$ cat config.mk
export PLATFORM = sky130hd
export DESIGN_NAME = imem_loader
export DESIGN_NICKNAME = d
export VERILOG_FILES = /design/src/rtl/imem_loader_pkg.sv /design/src/rtl/imem_loader.sv
export SDC_FILE = /design/constraint.sdc
export NUM_CORES = 1
export LEC_CHECK = 0
export CORE_ASPECT_RATIO = 1.75
export CORE_MARGIN = 1
export CORE_UTILIZATION = 50
export CTS_BUF_LIST = sky130_fd_sc_hd__clkbuf_8
export DETAILED_ROUTE_END_ITERATION = 7
export GPL_ROUTABILITY_DRIVEN = 0
export PLACE_DENSITY_LB_ADDON = 0.1
export SYNTH_ARGS = -nofsm -noshare
export SYNTH_HDL_FRONTEND = slang
export SYNTH_SLANG_ARGS = --single-unit
$ cat constraint.sdc
create_clock -name clk -period 2.5 [get_ports clk]
set_input_delay 0.75 -clock clk [delete_from_list [all_inputs] [get_ports clk]]
set_output_delay 0.75 -clock clk [all_outputs]
set_load 0.05 [all_outputs]
$ cat src/rtl/imem_loader_pkg.sv
// Shared definitions for the instruction-memory program loader.
// Holds the FSM state encoding, frame field names, default widths, the
// default sync marker, and a helper that says which states accept bytes.
package imem_loader_pkg;

   localparam int unsigned ADDR_W_DEF    = 8;
   localparam int unsigned DATA_W_DEF    = 8;
   localparam logic [7:0]  SYNC_BYTE_DEF = 8'hA5;

   // Loader states, 3-bit encoding
   typedef enum logic [2:0] {
      ST_IDLE  = 3'd0,
      ST_SYNC  = 3'd1,
      ST_LEN   = 3'd2,
      ST_LOAD  = 3'd3,
      ST_CHECK = 3'd4,
      ST_DONE  = 3'd5,
      ST_ERR   = 3'd6
   } state_e;

   // Fields of one frame, in stream order
   typedef enum logic [1:0] {
      FLD_SYNC    = 2'd0,
      FLD_LEN     = 2'd1,
      FLD_PAYLOAD = 2'd2,
      FLD_CSUM    = 2'd3
   } frame_field_e;

   // States that consume stream bytes
   function automatic logic is_accepting(input state_e s);
      return (s == ST_SYNC) || (s == ST_LEN) || (s == ST_LOAD) || (s == ST_CHECK);
   endfunction

endpackage

$ cat src/rtl/imem_loader.sv
// Program loader: parses a framed byte stream (sync, length, payload,
// checksum) and writes each payload byte into the instruction memory while
// holding the CPU. The CPU is released only after a matching checksum.
//
// Ports:
//   clk, rst          clock, synchronous active-high reset
//   start             one-cycle request to begin/restart loading
//   in_valid/in_data  stream byte input; in_ready says it is taken
//   wr_en/addr/data   instruction memory write port (registered, 1 cycle)
//   cpu_hold          high in every state except DONE
//   done / error      load finished with good / bad checksum
module imem_loader
   import imem_loader_pkg::*;
#(
   parameter int unsigned       ADDR_W    = ADDR_W_DEF,
   parameter int unsigned       DATA_W    = DATA_W_DEF,
   parameter logic [DATA_W-1:0] SYNC_BYTE = DATA_W'(SYNC_BYTE_DEF)
) (
   input  logic              clk,
   input  logic              rst,
   input  logic              start,
   input  logic              in_valid,
   input  logic [DATA_W-1:0] in_data,
   output logic              in_ready,
   output logic              wr_en,
   output logic [ADDR_W-1:0] wr_addr,
   output logic [DATA_W-1:0] wr_data,
   output logic              cpu_hold,
   output logic              done,
   output logic              error
);

   // One extra bit so a length byte of 0 can represent a full memory
   localparam int unsigned CNT_W = ADDR_W + 1;

   state_e              state_q, state_d;
   logic [CNT_W-1:0]    count_q, count_d;
   logic [ADDR_W-1:0]   addr_q, addr_d;
   logic [DATA_W-1:0]   sum_q, sum_d;
   logic                in_ready_q, in_ready_d;
   logic                wr_en_q, wr_en_d;
   logic [ADDR_W-1:0]   wr_addr_q, wr_addr_d;
   logic [DATA_W-1:0]   wr_data_q, wr_data_d;
   logic                cpu_hold_q, cpu_hold_d;
   logic                done_q, done_d;
   logic                error_q, error_d;
   logic                accept_c;

   assign accept_c = in_valid && in_ready_q;

   // Next state, counters, checksum and write request
   always_comb begin
      state_d   = state_q;
      count_d   = count_q;
      addr_d    = addr_q;
      sum_d     = sum_q;
      wr_en_d   = 1'b0;
      wr_addr_d = wr_addr_q;
      wr_data_d = wr_data_q;

      case (state_q)
         ST_IDLE: if (start) state_d = ST_SYNC;
         ST_SYNC: if (accept_c && (in_data == SYNC_BYTE)) state_d = ST_LEN;
         ST_LEN: begin
            if (accept_c) begin
               count_d = (in_data == '0) ? CNT_W'(1) << ADDR_W : CNT_W'(in_data);
               addr_d  = '0;
               sum_d   = '0;
               state_d = ST_LOAD;
            end
         end
         ST_LOAD: begin
            if (accept_c) begin
               wr_en_d   = 1'b1;
               wr_addr_d = addr_q;
               wr_data_d = in_data;
               sum_d     = sum_q + in_data;
               addr_d    = addr_q + ADDR_W'(1);
               count_d   = count_q - CNT_W'(1);
               if (count_q == CNT_W'(1)) state_d = ST_CHECK;
            end
         end
         ST_CHECK: if (accept_c) state_d = (in_data == sum_q) ? ST_DONE : ST_ERR;
         ST_DONE:  if (start) state_d = ST_SYNC;
         ST_ERR:   if (start) state_d = ST_SYNC;
         default:  state_d = ST_IDLE;
      endcase

      // Status outputs are registered copies of the upcoming state
      in_ready_d = is_accepting(state_d);
      cpu_hold_d = (state_d != ST_DONE);
      done_d     = (state_d == ST_DONE);
      error_d    = (state_d == ST_ERR);
   end

   // State and output registers
   always_ff @(posedge clk) begin
      if (rst) begin
         state_q    <= ST_IDLE;
         count_q    <= '0;
         addr_q     <= '0;
         sum_q      <= '0;
         in_ready_q <= 1'b0;
         wr_en_q    <= 1'b0;
         wr_addr_q  <= '0;
         wr_data_q  <= '0;
         cpu_hold_q <= 1'b1;
         done_q     <= 1'b0;
         error_q    <= 1'b0;
      end else begin
         state_q    <= state_d;
         count_q    <= count_d;
         addr_q     <= addr_d;
         sum_q      <= sum_d;
         in_ready_q <= in_ready_d;
         wr_en_q    <= wr_en_d;
         wr_addr_q  <= wr_addr_d;
         wr_data_q  <= wr_data_d;
         cpu_hold_q <= cpu_hold_d;
         done_q     <= done_d;
         error_q    <= error_d;
      end
   end

   assign in_ready = in_ready_q;
   assign wr_en    = wr_en_q;
   assign wr_addr  = wr_addr_q;
   assign wr_data  = wr_data_q;
   assign cpu_hold = cpu_hold_q;
   assign done     = done_q;
   assign error    = error_q;

endmodule

==> summary.md, run 1 <==
The flow ran to the end, and the final reports show no timing, DRC or antenna violations. The worst setup path is captured at a register. The buffer cell driving the clock tree root is clkbuf_8. In the layout the commonest cells are 56 x nand2_1, 49 x dfxtp_1, 40 x buf_4, 39 x a21oi_1, 27 x clkdlybuf4s50_1. The wire length of the first global-routing pass is 10.70 mm. The area share of and/or/nand/nor cells after synthesis is 0.2550, and the number of vias after detailed routing is 2435. The period utilization is 0.9756.

The initialized floorplan defines 33 standard-cell rows. The async set-reset flop share out of synthesis was 0. The run gives 446.4 uV as the largest voltage drop on the vdd net. Global routing finished with a remaining overflow of 0. The run gives 426 as the number of non-filler instances in the completed layout.

The critical path arrival is 2700 ps, and the post-route total power is 0.001399 W. By startpoint and endpoint, the worst setup path is classified as in2reg. In the final routed layout, each cell accounts on average for 14.97 um.

The top cell family by delay on the critical path was compound AO/OA/AOI/OAI gates. The tools report the number of buffers on the longest clock path as 2. The run gives 5212 um2 as the area enclosed by the die boundary.

The run gives 3.218 mm as the routed length on met2. Signal routing reaches up to met4. Cell type contributing the most total cell area after synthesis: dfxtp_1. The type of origin of the critical path was an input port.

The number of top-level pins is 33, and the remaining design rule violation count is 0. The number of hold violations in the final report came out at 0. In this run the mean area of a mapped cell was 7.931 um2.

The register area share after synthesis is 0.3990. The violation count after the first detailed-routing iteration was 65; the buffers plus inverters on the worst setup path was 1. After synthesis the cells add up to 2459 um2. TritonCTS built the clock tree.

The repair_antennas step left the layout with diodes totalling 0. The critical path's slowest cell is or4b_4. The share of the synthesized area in the top cell type is 0.3990, and the data required time of the worst path is 2760 ps. The analysis attributes to cell leakage a power of 1.233 nW. The power density over the cells is 437.4 nW/um2.

For the gate count of the mapped netlist, the log shows 310. The number of H-tree levels is 2, and the y dimension of the die is 94.76 um. Based on the critical path, the design can be clocked at up to 0.4100 GHz. The xor and xnor fraction of the mapped netlist area was 0.02494; the vias per cell was 5.716. The min-delay analysis places its worst path in the category reg2reg. The run gives 2433 as the via count of the first global-routing pass. Port buffer count: 32. In this run the remaining antenna-violating nets after routing total 0.

The standard cell core area was 4707 um2. Setup repair after global routing left no endpoint under its margin. Leaving out fill and tap cells, the most frequent cell in the layout is nand2_1. The worst hold path was traced through 2 stages. The critical path depth came out at 8.

The sum of routed wire segments on met1 came out at 2.575 mm. Hold repair after CTS inserted 0 buffers. The number of enable-type register cells in the synthesized netlist was 0. The share of cells above drive strength 1 was 0.1604.

The tools report the post-CTS setup repair buffer count as 0. The post-synthesis mux area share was 0.009160; the length of the first detailed-routing pass in iterations was 4. The compound-cell area share of the yosys netlist was 0.2087. The final setup violation count was 0. The number of antenna violations at the first check in global routing was 0; the starting density of the core was 0.5223. The number of nets produced by synthesis is 333, and the max-slew violation count is 0.

For this run, the leading register cell type out of synthesis is dfxtp_1. Estimated wirelength of the detail-placed design: 4.635 mm. The overall fraction of global-route tracks in use came out at 0.2782. The count of state elements after synthesis is 49, and the clock insertion delay at the later pin of the skew report is 310 ps. After synthesis, the netlist uses 52 different library cells.

The number of max-capacitance violations reported was 0. The minimum clock period after layout is 2439 ps, and the pin slew with the least headroom to its limit is 728.1 ps. The wire length on met3 came out at 263 um.

After synthesis, the cell types taking the most area are dfxtp_1 40%, nand2_1 8.5%, a21oi_1 8.1%. The number of buffers created by CTS came out at 5. The maximum number of pins on one net before global-route repair was 26; the logic depth of the worst register-to-register path was 7. On the worst path, the slowest cell contributes a delay of 500 ps. The maximum fanout along the worst path came out at 2. Including well taps, the total number of placed cells is 418. Counting every sink on the clock net gives 49. At the end of the flow, the number of nets in the layout was 396.

The filler cells instantiated in the layout total 415. Post-synthesis adder-cell area fraction: 0.06310. The width of the die is 55.01 um.

Walking the worst path, the cells encountered are dlygate4sd2_1 -> ha_4 -> a21oi_2 -> nor2b_1 -> a311o_1 -> or4b_4 -> a221oi_2 -> a21o_1. During synthesis, Yosys emitted a total of 0 warnings. For this block, the routed nets add up to 6.379 mm of wire.

The worst-case clock skew is 9.030 ps, and the clock-pin transition on the worst setup and hold timing paths is 100 ps. After synthesis, the largest family of logic cells by area is simple AND/OR/NAND/NOR gates. The area growth from synthesis to layout was 30.08%.

The run gives 0.5101 as the worst-case headroom to the max-slew limit.
[stage by stage]
stage          area [um2]  setup WS, ps  utilization  TNS, ps  hold WS, ps
5_1_grt              3198         16.14       0.6794        0        487.0
6_report             3198         61.00       0.6794        0        457.8
2_1_floorplan        2459         20.45            -        0        435.6
3_3_place_gp         3079        -518.6       0.6542    -2280        442.4
4_1_cts              3186         2.925       0.6768        0        458.9
3_5_place_dp         3079        -551.5       0.6542    -2467        445.3
[metal layers]
layer / vias to the layer above / track usage
li1: 1215 / -
met1: 1124 / 0.3133
met2: 69 / 0.4649
met3: 27 / 0.04509
met4: 0 / 0.1667
met5: - / 0
[Yosys cell counts (all sizes together) (4+ instances only)]
cell    count
a21o        4
nor4        6
a211oi      4
o21ai      15
xor2        4
clkbuf     12
nand3      12
ha         10
dfxtp      49
nor3        6
a22oi       7
buf         4
nor2       28
nand2      57
inv         9
a21oi      40
[sequential cells by signal, indices dropped and copies added (netlist names), 3 cells and up]
name / cells
wr_data: 8
state_q: 3
sum_q: 8
count_q: 9
wr_addr: 8
addr_q: 8
[repair_timing]
item | CTS | global route
resized for setup | 9 | 1
setup endpoints to repair | 2 | 1
cloned | 0 | 0
hold endpoints to repair | 0 | 0
pin swaps | 3 | 1
[power by group]
part           internal [W]  total (W)  switching (W)
clock network      0.000199   0.000489       0.000289
registers          0.000782   0.000788     0.00000514
logic             0.0000568   0.000123      0.0000658
[worst min-delay path: cells and delay by family (launching register included)]
kind,cells,cell delay [ps]
flip-flops,1,320
AND/OR/NAND/NOR,1,50
AO/OA/AOI/OAI,1,50
[final cells by class]
type | count | area, um2 | area share
multi-input cells | 236 | 1414 | 0.4421
clock buffers | 5 | 68.82 | 0.02152
inverters | 9 | 33.78 | 0.01056
clock inverters | 3 | 21.27 | 0.006651
flip-flops and latches | 49 | 980.9 | 0.3067
well taps | 52 | 65.06 | 0.02034
repair buffers | 72 | 614.3 | 0.1921
[final timing paths]
path	slack [ps]	start	to
max	60	in_data[1]	sum_q[7]
min	460	wr_addr[7]	wr_addr[7]
max reg2reg	360	sum_q[1]	sum_q[7]
min reg2reg	460	wr_addr[7]	wr_addr[7]
[cell families (layout without fill, tap and decap cells)]
family / Yosys count / after routing
XOR/XNOR: 7 / 7
AND/OR/NAND/NOR: 130 / 130
buffers and inverters: 25 / 89
multiplexers: 2 / 2
adder cells (fa/ha/maj): 12 / 12
AO/OA/AOI/OAI: 85 / 85
flip-flops: 49 / 49
(Power assumes the default switching activity.)
==> inputs of run 2 (changes only) <==
Settings changed: CORE_UTILIZATION 50 to 35.
==> summary.md, run 2 (synthesized netlist as in run 1, its figures left out) <==
The vias per cell is 5.204 (-9.0%). For the part of the total power dissipated in sequential elements, the log shows 0.493 (-0.070). The path type of the worst min-delay path was reg2reg.

Y dimension of the die: 112.9 um (+19%). The area growth from synthesis to layout is 35.42%, and the number of vias after detailed routing is 2399 (-1.5%). The run gives 11.79 mm (+10%) as the wire length of the first global-routing pass. For the number of top-level pins, the log shows 33 (unchanged). Leaving out fill and tap cells, the most frequent cell in the layout is nand2_1.

The worst hold path endpoint is wr_addr[0]. The tools report the maximum number of pins on one net before global-route repair as 24 (-7.7%). TritonCTS built the clock tree. Internal power component: 0.001238 W (+19%). The net switching power of the design came out at 0.0003606 W (about the same). Share of total power in combinational logic: 0.080 (-0.008).

In this run the critical register-to-register path is captured at sum_q[7]. For the routed wire length, the log shows 7.098 mm (+11%). The number of clock sinks is 49 (unchanged), and the standard cell core area is 6807 um2 (+45%). The floorplan row count was 40 (+21%); the pin slew with the least headroom to its limit was 570.8 ps (-157.2 ps). For the reg2reg setup slack, the log shows 440 ps (+80 ps).

The logs give 0 (unchanged) for the max-slew violation count and 322.5 uV (-28%) for the largest voltage drop on the vdd net. The library cells used most frequently in the layout, excluding fill and tap cells, are 56 x nand2_1, 49 x dfxtp_1, 43 x buf_4, 38 x a21oi_1, 27 x clkdlybuf4s50_1. The logs give 399 (+0.76%) for the number of nets in the finished design and 310 ps (about the same) for the clock insertion delay at the later pin of the skew report. The average wire length per cell after detail routing was 15.40 um (+2.8%).

The number of max-capacitance violations reported was 0 (unchanged); the instance area at placement was 3142 um2 (+2.0%). Ranked by flip-flop count, first place goes to count_q. The period utilization was 0.9507 (-0.02488); the number of hold violations in the final report was 0 (unchanged). The tools report the data required time of the worst path as 2770 ps (about the same).

The worst setup timing slack at the placement stage was -623.7 ps (-72.21 ps); the share of total power consumed by net switching was 0.2256 (-0.03197). The minimum clock period after layout is 2377 ps (-62.19 ps), and the share of cells above drive strength 1 is 0.1777 (+0.01729). The buffer cell driving the clock tree root is clkbuf_8. The category of the critical setup timing path was in2reg. Maximum fanout along the worst path: 2 (unchanged). The endpoint kind of the worst setup timing path is a register. The clock-pin transition on the worst setup and hold timing paths was 90 ps (about the same). The flow ran to the end, and the final reports show no timing, DRC or antenna violations.

The number of flip-flops in the largest register was 9 (unchanged); the remaining design rule violation count was 0 (unchanged). The final worst setup slack was 123.2 ps (+62.19 ps); the power density over the cells was 480.1 nW/um2 (+9.8%). Starting density of the core: 0.3612 (-0.1611).

For the via count of the first global-routing pass, the log shows 2469 (+1.5%). For the global route total overflow, the log shows 0 (unchanged). The post-CTS setup repair buffer count is 0 (unchanged), and the biggest cell delay along the critical path is 500 ps (about the same).

The run gives 454.8 ps (-2.978 ps) as the smallest hold slack. The top cell family by delay on the critical path was compound AO/OA/AOI/OAI gates. The worst-case headroom to the max-slew limit was 0.6159 (+0.1058). Setup repair after global routing left no endpoint under its margin.

The signal on the critical path passes through dlygate4sd2_1 -> ha_4 -> a21oi_2 -> nor2b_1 -> a311o_1 -> or4b_4 -> a221oi_2 -> a21o_1. For the total placed cells including tap cells, the log shows 453 (+8.4%). The number of hold buffers added after cts is 0 (unchanged). The tools report the final instance area as 3329 um2 (+4.1%).

Startpoint of the lowest-slack register-to-register path: sum_q[1]. The violation count after the first detailed-routing iteration is 77 (+18%). The tools report the fill cell instance count of the final layout as 700 (+69%). The number of non-filler instances in the completed layout came out at 461 (+8.2%). The logs give 1.271 nW (+3.0%) for the total leakage power and 2 (unchanged) for the number of H-tree levels.

Overall fraction of global-route tracks in use: 0.2120 (-0.06618). The run gives 0.4892 (-0.1903) as the final cell utilization of the core. The logic depth of the worst register-to-register path is 7 (unchanged). The critical path arrival came out at 2640 ps (-60 ps). The tools report the number of buffers created by CTS as 5 (unchanged). The share of total power in the clock network is 0.427 (+0.078), and the port buffer count is 32 (unchanged). The upper clock frequency limit was 0.4207 GHz (+2.6%); the number of buffers on the longest clock path was 2 (unchanged).

The width of the die is 65.36 um (+19%), and the cell count of the worst hold path is 2 (unchanged). The critical path's slowest cell is or4b_4. The final setup violation count was 0 (unchanged); the count of inserted antenna diode cells was 0 (unchanged).

The type of origin of the critical path is an input port. The area enclosed by the die boundary was 7377 um2 (+42%); the length of the first detailed-routing pass in iterations was 4 (unchanged). Buffers plus inverters on the worst setup path: 1 (unchanged).

The estimated wirelength of the detail-placed design was 5.203 mm (+12%); the number of antenna violations at the first check in global routing was 0 (unchanged). The worst hold path begins at wr_addr[0]. For the worst-case clock skew, the log shows 5.418 ps (-3.613 ps). The residual antenna-violating net count after detailed routing came out at 0 (unchanged).
[run 2: changes by cell type in the layout (fill, tap and decap cells not counted), moves of 2 or more]
cell / delta
o21ai_1: +2
bufinv_16: +2
buf_4: +3
o21ai_0: -2
ha_1: -2
[run 2: worst max-delay path by stage]
stage | start | end | slack, ps | depth (start not counted)
floorplan | in_data[3] | sum_q[7] | 20 | 7
global placement | in_data[1] | sum_q[7] | -570 | 8
detailed placement | in_data[1] | sum_q[7] | -620 | 8
CTS | in_data[1] | sum_q[7] | 80 | 8
global route | in_data[6] | state_q[1] | 30 | 7
finish | in_data[1] | sum_q[7] | 120 | 8
[run 2: timing repair]
action                                 CTS  global route
setup endpoints to repair                2             1
cloned                                   0             0
pin swaps                                4             1
endpoints found under the hold margin    0             0
resized for setup                       12             4
[run 2: tightest hold or removal path, stage by stage (launching register included)]
cell and delay [ps]:
dfxtp_1 320, nand2_1 50, a21oi_1 50
[run 2: per-stage QoR]
step | setup TNS [ps] | power [W]
4_1_cts | 0 | 0.001616
5_1_grt | 0 | 0.001652
3_3_place_gp | -2459 | 0.0009319
3_5_place_dp | -2774 | 0.0009325
6_report | 0 | 0.001599
2_1_floorplan | 0 | 0.0008575
[run 2: cell type report]
class | instances | area (um2) | share of cell area
repair buffers | 75 | 636.9 | 0.1913
well taps | 84 | 105.1 | 0.03157
flip-flops and latches | 49 | 980.9 | 0.2946
multi-input cells | 236 | 1439 | 0.4322
inverters | 9 | 33.78 | 0.01015
clock buffers | 5 | 68.82 | 0.02067
clock inverters | 3 | 65.06 | 0.01954
[run 2: power by group through the flow]
stage	Combinational, W	Sequential, W	Clock [W]
2_1_floorplan	0.0000494	0.000808	0
3_3_place_gp	0.000126	0.000806	0
3_5_place_dp	0.000127	0.000806	0
4_1_cts	0.000127	0.000787	0.000701
5_1_grt	0.000139	0.000788	0.000725
6_report	0.000128	0.000788	0.000683
[run 2: per-layer routing]
| metal | vias up | track usage | wire, um |
|---|---|---|---|
| met3 | 15 | 0.03730 | 229 |
| met5 | - | 0 | 0 |
| met2 | 46 | 0.3973 | 3893 |
| met4 | 0 | 0.1087 | 225 |
| met1 | 1115 | 0.2144 | 2749 |
| li1 | 1223 | - | - |
==> RTL edit (flow settings as in run 2) <==
Reset style: asynchronous (`rst`), changed in one clocked block. Comments in the files are not updated.
--- a/src/rtl/imem_loader.sv
+++ b/src/rtl/imem_loader.sv
@@ -95,5 +95,5 @@
 
    // State and output registers
-   always_ff @(posedge clk) begin
+   always_ff @(posedge clk or posedge rst) begin
       if (rst) begin
          state_q    <= ST_IDLE;
Check against the original RTL: differs if rst is asserted again (counterexample within 4 cycles, from zero or initial values and one cycle with rst high); with rst held inactive, the same outputs for 10 cycles.
==> RTL edit against run 2 <==
Synthesized area increased by 7.1%; wire length rose by 0.65%; cell area up 1.7%; setup slack got worse by 0.025 ns; first-iteration DRC count is 140% higher; sequential cell count did not move; largest cell class unchanged.
Power is not compared: it rests on default switching activity, and its combinational part moved more than twofold at a synthesized area within 25%.
==> RTL edit: results (changes against run 2) <==
.. list-table::
   :header-rows: 1

   * - Metric
     - Value
   * - Run status
     - finished clean
   * - Top area cells in the synthesized netlist
     - sky130_fd_sc_hd__dfrtp_1 (46%), sky130_fd_sc_hd__nand2_1 (8.8%), sky130_fd_sc_hd__o21ai_0 (6.8%)
   * - Pin slew with the least headroom to its limit
     - 0.529 ns (-0.0419 ns)
   * - GRT met2 Usage
     - 0.341 (-0.0560)
   * - First-pass GRT wire length
     - 11,600 um (-1.5%)
   * - Detailed route wirelength on metal2
     - 3720 um (-4.6%)
   * - Main flop type after synthesis
     - sky130_fd_sc_hd__dfrtp_1
   * - Worst setup timing slack at the placement stage
     - -0.486 ns (+0.138 ns)
   * - Placed cell areas
     - 3270 um2 (+4.0%)
   * - Fin util
     - 0.468 (-0.0211)
   * - Filler cell count in the final layout
     - 686 (-2.0%)
   * - Arrival time of the worst setup path
     - 2.63 ns (about the same)
   * - Via total after detailed routing
     - 2,337 (-2.6%)
   * - Met1 track demand over resource in global routing
     - 0.234 (+0.0198)
   * - Post-synthesis compound-gate area fraction
     - 0.187 (-0.0215)
   * - Max stage delay on crit path
     - 0.30 ns (-0.20 ns)
   * - Post-Synthesis Net Count
     - 307 (-7.8%)
   * - Sequential-to-total area share from yosys stat
     - 0.466 (+0.0671)
   * - Wire length per cell
     - 16.5 um (+7.2%)
   * - Maximum number of pins on one net before global-route repair
     - 50 (+110%)
   * - Detailed Place HPWL
     - 5210 um (about the same)
   * - Async SR Flop Fraction
     - 1.00 (+1.00)
   * - Post-synthesis share of cell area spent on xor and xnor gates
     - 0.0166 (-0.00831)
   * - Met3 capacity usage during global routing
     - 0.0342 (-0.00312)
   * - Layout cells sized above 1
     - 0.176 (-0.00193)
   * - Iteration-0 DRC Markers
     - 185 (+140%)
   * - Mux cell area share after synthesis
     - 0.0152 (+0.00604)
RTL edit: cell count changes after synthesis, moves of 4 or more:
| cell | before | now |
|---|---|---|
| sky130_fd_sc_hd__o21ai_0 | 12 | 36 |
| sky130_fd_sc_hd__mux2i_1 | 0 | 4 |
| sky130_fd_sc_hd__a22oi_1 | 7 | 3 |
| sky130_fd_sc_hd__nand3_1 | 12 | 3 |
| sky130_fd_sc_hd__a21oi_1 | 40 | 8 |
| sky130_fd_sc_hd__nand2_1 | 56 | 62 |
| sky130_fd_sc_hd__nor2_1 | 26 | 15 |
| sky130_fd_sc_hd__dfxtp_1 | 49 | 0 |
| sky130_fd_sc_hd__dfrtp_1 | 0 | 48 |
RTL edit: final timing paths:
check                            from  slack [ns]    endpoint
setup / recovery           in_data[1]         0.1    sum_q[7]
hold / removal              addr_q[7]        0.48   addr_q[7]
setup reg to reg             sum_q[1]        0.31    sum_q[7]
hold reg to reg             addr_q[7]        0.48   addr_q[7]
max in group asynchronous         rst        1.40    cpu_hold
min in group asynchronous         rst        0.77  wr_data[7]
RTL edit: what timing repair did:
| action | 4_1_cts | 5_1_grt |
|---|---|---|
| pin swaps | 10 | 2 |
| buffers inserted | 1 | 0 |
| gates resized for setup | 12 | 1 |
| hold endpoints to repair | 0 | 0 |
| endpoints found under the setup margin | 7 | 5 |
RTL edit: layout make-up:
cell class | instances | area, um2 | area share
Inverter | 11 | 41.3 | 0.0122
Multi-Input combinational cell | 213 | 1350 | 0.398
Sequential cell | 49 | 1230 | 0.363
Timing Repair Buffer | 66 | 579 | 0.171
Clock buffer | 5 | 68.8 | 0.0203
Clock inverter | 3 | 13.8 | 0.00407
Tap cell | 86 | 108 | 0.0318
